### config.mk
export PLATFORM = sky130hd
export DESIGN_NAME = dmem_responder
export DESIGN_NICKNAME = d
export VERILOG_FILES = /design/src/rtl/dmem_pkg.sv /design/src/rtl/dmem_resp_array.sv /design/src/rtl/dmem_responder.sv
export SDC_FILE = /design/constraint.sdc
export NUM_CORES = 2
export LEC_CHECK = 0
export CORE_MARGIN = 3
export CORE_UTILIZATION = 50
export DETAILED_ROUTE_END_ITERATION = 8
export MAX_ROUTING_LAYER = met4
export PLACE_DENSITY = 0.74
export REMOVE_ABC_BUFFERS = 1
export SETUP_SLACK_MARGIN = 0.5
export SYNTH_ARGS = -nofsm -noshare
export SYNTH_HDL_FRONTEND = slang
export SYNTH_SLANG_ARGS = --single-unit
### constraint.sdc
create_clock -name clk -period 3.5 [get_ports clk]
set_input_delay 1.05 -clock clk [delete_from_list [all_inputs] [get_ports clk]]
set_output_delay 1.05 -clock clk [all_outputs]
set_load 0.02 [all_outputs]
### src/rtl/dmem_pkg.sv
// Shared types and defaults for the dmem_responder slice: FSM states and the
// captured request record.
package dmem_pkg;

  localparam int DMEM_DEPTH_DEFAULT   = 64;
  localparam int DMEM_LATENCY_DEFAULT = 2;
  // Widest possible word index for a 32-bit byte address
  localparam int DMEM_MAX_IDX_W       = 30;

  typedef enum logic [1:0] {
    IDLE,
    BUSY,
    RESP
  } dmem_state_e;

  typedef struct packed {
    logic                      write;
    logic [DMEM_MAX_IDX_W-1:0] idx;
    logic [31:0]               wdata;
  } dmem_req_t;

endpackage

### src/rtl/dmem_resp_array.sv
// DEPTH x 32 word storage: synchronous clear on reset, one write port and a
// registered read-on-enable output with its own clear.
module dmem_resp_array
  import dmem_pkg::*;
#(
  parameter int DEPTH = DMEM_DEPTH_DEFAULT,
  parameter int IDX_W = $clog2(DEPTH)
) (
  input  logic             clk,
  input  logic             reset,
  input  logic             we,
  input  logic             rd_en,
  input  logic             rd_clr,
  input  logic [IDX_W-1:0] addr,
  input  logic [31:0]      wdata,
  output logic [31:0]      rdata
);

  logic [31:0] mem [DEPTH];

  always_ff @(posedge clk) begin
    if (reset) begin
      for (int unsigned i = 0; i < DEPTH; i++) begin
        mem[i] <= '0;
      end
      rdata <= '0;
    end else begin
      if (we) begin
        mem[addr] <= wdata;
      end
      if (rd_clr) begin
        rdata <= '0;
      end else if (rd_en) begin
        rdata <= mem[addr];
      end
    end
  end

endmodule

### src/rtl/dmem_responder.sv
// Handshaked single-outstanding memory slave with fixed access latency.
// Define DMEM_RESP_ERR_EN to flag misaligned / out-of-range requests via resp_err.
module dmem_responder
  import dmem_pkg::*;
#(
  parameter int DEPTH   = DMEM_DEPTH_DEFAULT,
  parameter int LATENCY = DMEM_LATENCY_DEFAULT,
  parameter int IDX_W   = $clog2(DEPTH)
) (
  input  logic        clk,
  input  logic        reset,
  input  logic        req_valid,
  output logic        req_ready,
  input  logic        req_write,
  input  logic [31:0] req_addr,
  input  logic [31:0] req_wdata,
  output logic        resp_valid,
  input  logic        resp_ready,
  output logic [31:0] resp_rdata,
  output logic        resp_err
);

  localparam int CNT_W = (LATENCY > 1) ? $clog2(LATENCY) : 1;

  dmem_state_e state_q, state_d;
  logic [CNT_W-1:0] cnt_q, cnt_d;
  dmem_req_t req_q, req_d;
  logic err_q, err_d;
  logic addr_err;
  logic arr_we, arr_rd_en, arr_rd_clr;

`ifdef DMEM_RESP_ERR_EN
  assign addr_err = (req_addr[1:0] != 2'b00) || (req_addr[31:IDX_W+2] != '0);
  assign resp_err = (state_q == RESP) && err_q;
`else
  // Unused address bits alias modulo DEPTH
  logic unused_addr_bits;
  assign unused_addr_bits = ^{req_addr[1:0], req_addr[31:IDX_W+2]};
  assign addr_err = 1'b0;
  assign resp_err = 1'b0;
`endif

  logic unused_idx_bits;
  assign unused_idx_bits = ^req_q.idx[DMEM_MAX_IDX_W-1:IDX_W];

  assign req_ready  = (state_q == IDLE) && !reset;
  assign resp_valid = (state_q == RESP);

  always_comb begin
    state_d    = state_q;
    cnt_d      = cnt_q;
    req_d      = req_q;
    err_d      = err_q;
    arr_we     = 1'b0;
    arr_rd_en  = 1'b0;
    arr_rd_clr = 1'b0;
    unique case (state_q)
      IDLE: begin
        if (req_valid && req_ready) begin
          req_d.write = req_write;
          req_d.idx   = DMEM_MAX_IDX_W'(req_addr[IDX_W+1:2]);
          req_d.wdata = req_wdata;
          err_d       = addr_err;
          cnt_d       = CNT_W'(LATENCY - 1);
          state_d     = BUSY;
        end
      end
      BUSY: begin
        if (cnt_q == '0) begin
          // Storage is only touched at the response edge; errors never write
          arr_we     = req_q.write && !err_q;
          arr_rd_en  = !req_q.write && !err_q;
          arr_rd_clr = req_q.write || err_q;
          state_d    = RESP;
        end else begin
          cnt_d = cnt_q - 1'b1;
        end
      end
      RESP: begin
        if (resp_ready) begin
          arr_rd_clr = 1'b1;
          state_d    = IDLE;
        end
      end
      default: state_d = IDLE;
    endcase
  end

  always_ff @(posedge clk) begin
    if (reset) begin
      state_q <= IDLE;
      cnt_q   <= '0;
      req_q   <= '0;
      err_q   <= 1'b0;
    end else begin
      state_q <= state_d;
      cnt_q   <= cnt_d;
      req_q   <= req_d;
      err_q   <= err_d;
    end
  end

  dmem_resp_array #(
    .DEPTH(DEPTH),
    .IDX_W(IDX_W)
  ) u_array (
    .clk   (clk),
    .reset (reset),
    .we    (arr_we),
    .rd_en (arr_rd_en),
    .rd_clr(arr_rd_clr),
    .addr  (req_q.idx[IDX_W-1:0]),
    .wdata (req_q.wdata),
    .rdata (resp_rdata)
  );

endmodule

==> run metrics <==
status finished clean; Cell variety after synth 76; Mean Syn Cell Area 13.60 um2; Slew Limit Headroom 0.07552; DP Cell Count 9,604; CP endpoint u_array.rdata[10]; reg2reg end u_array.rdata[10]; instance count on the critical path 10; io pins 104; Layout Skew 66.49 ps; Worst-path clk slew 60 ps; PortBufs 76; Storage cell area 63,050 um2; share of cells above drive strength 1 0.1968; row cnt 160; initial antenna violation count 37; area grow syn2layout 15.76%; vias in the first global route 63,970; ys async rst share 0; reg2reg setup slack 310 ps; CP Launch Type flip-flop; final count of pins violating max slew 0; drt total wl 354,300 um; grt ovf 0; Max Cap Viol 0; Leak Pwr 40.79 nW; Synth warnings 0; # hold bufs at CTS 0; DRC viols 0; Crit Path Max Fanout 5; Num CTS Buffers 213; FMAX 313.5 MHz; Clock Tree Root clkbuf_16; Crit-path slowest cell o311ai_0; Worst path top cell family by delay compound AO/OA/AOI/OAI gates; Crit Path Class flip-flop to flip-flop; Req. time, crit path 4270 ps; worst r2r src req_q[33]; commonest non-fill, non-tap cell in the layout and2_1; core area 191,200 um2; element type at the critical path end flip-flop; Peak VDD IR 569.1 uV; Arr. time, crit path 3960 ps; later-pin clock latency in the skew report 910 ps; Worst Setup SP req_q[33]; Fin Setup TNS 0 ps; Total Routing Usage GR 0.3586; via count 67,230; HP Class flip-flop to flip-flop; Worst R2R Path Depth 10; H-tree Lvls 4; most frequent cells in the layout and2_1, edfxtp_1, buf_4; Core Util, Final 0.5854; die area 198,700 um2; largest net degree at the start of global routing 104; first-pass GRT wire length 486,700 um; post-synthesis sequential area ratio 0.6514; Hold Path Depth 2; drt first pass iters 7; Worst Tran Pin Value 1387 ps; CP most frequent cell buf_4; Placer Congestion 0.9951; Horiz. Die Dim 445.7 um; Final Cycle Share 0.9113; EDFF count, synth 2,048; worst path bufs/invs 5; fin crit period 3189 ps; Post-layout nets 7,432; CP max stage delay 830 ps; final setup vio count 0; Post-Syn Area 96,680 um2; Initial Util 0.5057; vias per cell 6.671; RSZ-0062 raised after global routing yes; drt wl/cell 35.16 um; Post-Synthesis Cells 7,107; CTS tree yes; Pwr Density 608.0 nW/um2; Filler cells 14,400; area occupied by multi-input gates 30,410 um2; non-filler cells, final 10,080; ys flop type edfxtp_1; antenna viol nets, final 0; Max clock buf depth 3; Critical Path, Cell by Cell buf_6 > buf_4 > nor2b_4 > buf_4 > buf_4 > a22o_1 > o311ai_0 > o221ai_1 > buf_4 > o31a_1; Synth Register Bits 2,122; Die Ht 445.7 um; clk sinks 2,122; Final Hold Viols 0; HPWL Detailed 217,600 um; Initial DRC Count 12,650
==> state kept, by name (all words and copies together), names as in the netlist <==
signal         cells
u_array.mem     2048
cnt_q              1
state_q            2
req_q             39
u_array.rdata     32
==> metrics by stage <==
step | setup slack (ps) | power, mW | hold WS [ps] | area (um2)
floorplan | -19100 | 36.75 | 530.4 | 92980
global placement | 104.2 | 44.29 | 460.6 | 104200
detailed placement | 93.81 | 44.46 | 463.1 | 104200
CTS | 405.4 | 66.83 | 441.9 | 111300
global route | 481.9 | 68.91 | 484.7 | 111900
finish | 310.5 | 68.04 | 472.3 | 111900
==> cells by family (layout without fill, tap and decap cells) <==
logic type	Yosys count	in the layout	synth area share
AND/OR/NAND/NOR	2546	2548	0.1588
flip-flops	2122	2122	0.6514
AO/OA/AOI/OAI	1143	1143	0.08588
multiplexers	527	527	0.06463
buffers and inverters	763	1191	0.03858
other	1	31	0.00003879
adder cells (fa/ha/maj)	5	5	0.0006471
==> where the power goes <==
part	switching, mW	leakage, nW	internal (mW)
clock network	10.1	3.31	12.7
registers	1.67	21.8	28.8
logic	9.86	15.7	4.94
==> layer usage <==
metal | up-vias | share of wire | track usage
met3 | 1256 | 0.15 | 0.1119
li1 | 26700 | - | -
met5 | - | 0 | -
met1 | 33370 | 0.33 | 0.4424
met4 | 0 | 0.083 | 0.2475
met2 | 5914 | 0.43 | 0.5039
==> cell usage after synthesis (all sizes together) (7+ instances only) <==
| master | number | area, um2 |
|---|---|---|
| and2 | 2053 | 12840 |
| mux2 | 168 | 1892 |
| inv | 9 | 33.79 |
| a221o | 47 | 470.5 |
| nor2b | 8 | 50.05 |
| a31oi | 58 | 362.9 |
| nand3 | 25 | 125.1 |
| o22ai | 122 | 763.2 |
| nor2 | 165 | 681.9 |
| o221ai | 7 | 61.31 |
| nor3 | 12 | 60.06 |
| a22oi | 202 | 1516 |
| dfxtp | 74 | 1481 |
| a221oi | 265 | 2321 |
| nand2b | 42 | 270.3 |
| a22o | 37 | 324.1 |
| o31ai | 9 | 67.56 |
| mux4 | 61 | 1374 |
| a222oi | 7 | 70.07 |
| a211oi | 16 | 120.1 |
| o22a | 14 | 122.6 |
| o2bb2ai | 12 | 105.1 |
| and3 | 9 | 56.30 |
| nand2 | 130 | 548.0 |
| mux2i | 298 | 2983 |
| a21oi | 118 | 590.6 |
| clkbuf | 513 | 2106 |
| edfxtp | 2048 | 61500 |
| o21ai | 163 | 815.8 |
| buf | 241 | 1590 |
| or2 | 67 | 419.2 |
==> worst reg2reg max path, delay by kind of cell, from the launching register on <==
kind / cells / cell delay [ps]
compound gates: 4 / 1600
buf+inv: 5 / 990
flops: 1 / 400
simple gates: 1 / 60
==> what timing repair did <==
action,in CTS,in global routing
setup buffers,24,17
setup endpoints to repair,1453,268
cloned,1,8
gates resized for setup,52,48
pin swaps,2,4
==> final cells by class <==
type	instances	area share
clock buffer	267	0.04982
timing repair buffer	788	0.07495
tap	2511	0.02807
multi-input combinational	4224	0.2717
sequential	2122	0.5634
antenna	30	0.0006708
clock inverter	127	0.01100
inverter	9	0.0004137
==> worst min path at each step <==
| stage | startpoint | to |
|---|---|---|
| after floorplan | req_q[62] | req_q[62] |
| after global placement | req_q[20] | req_q[20] |
| after detailed placement | req_q[20] | req_q[20] |
| after CTS | reset | state_q[0] |
| after global routing | reset | state_q[0] |
| final | req_q[22] | req_q[22] |
Power figures use the tool's default switching activity.
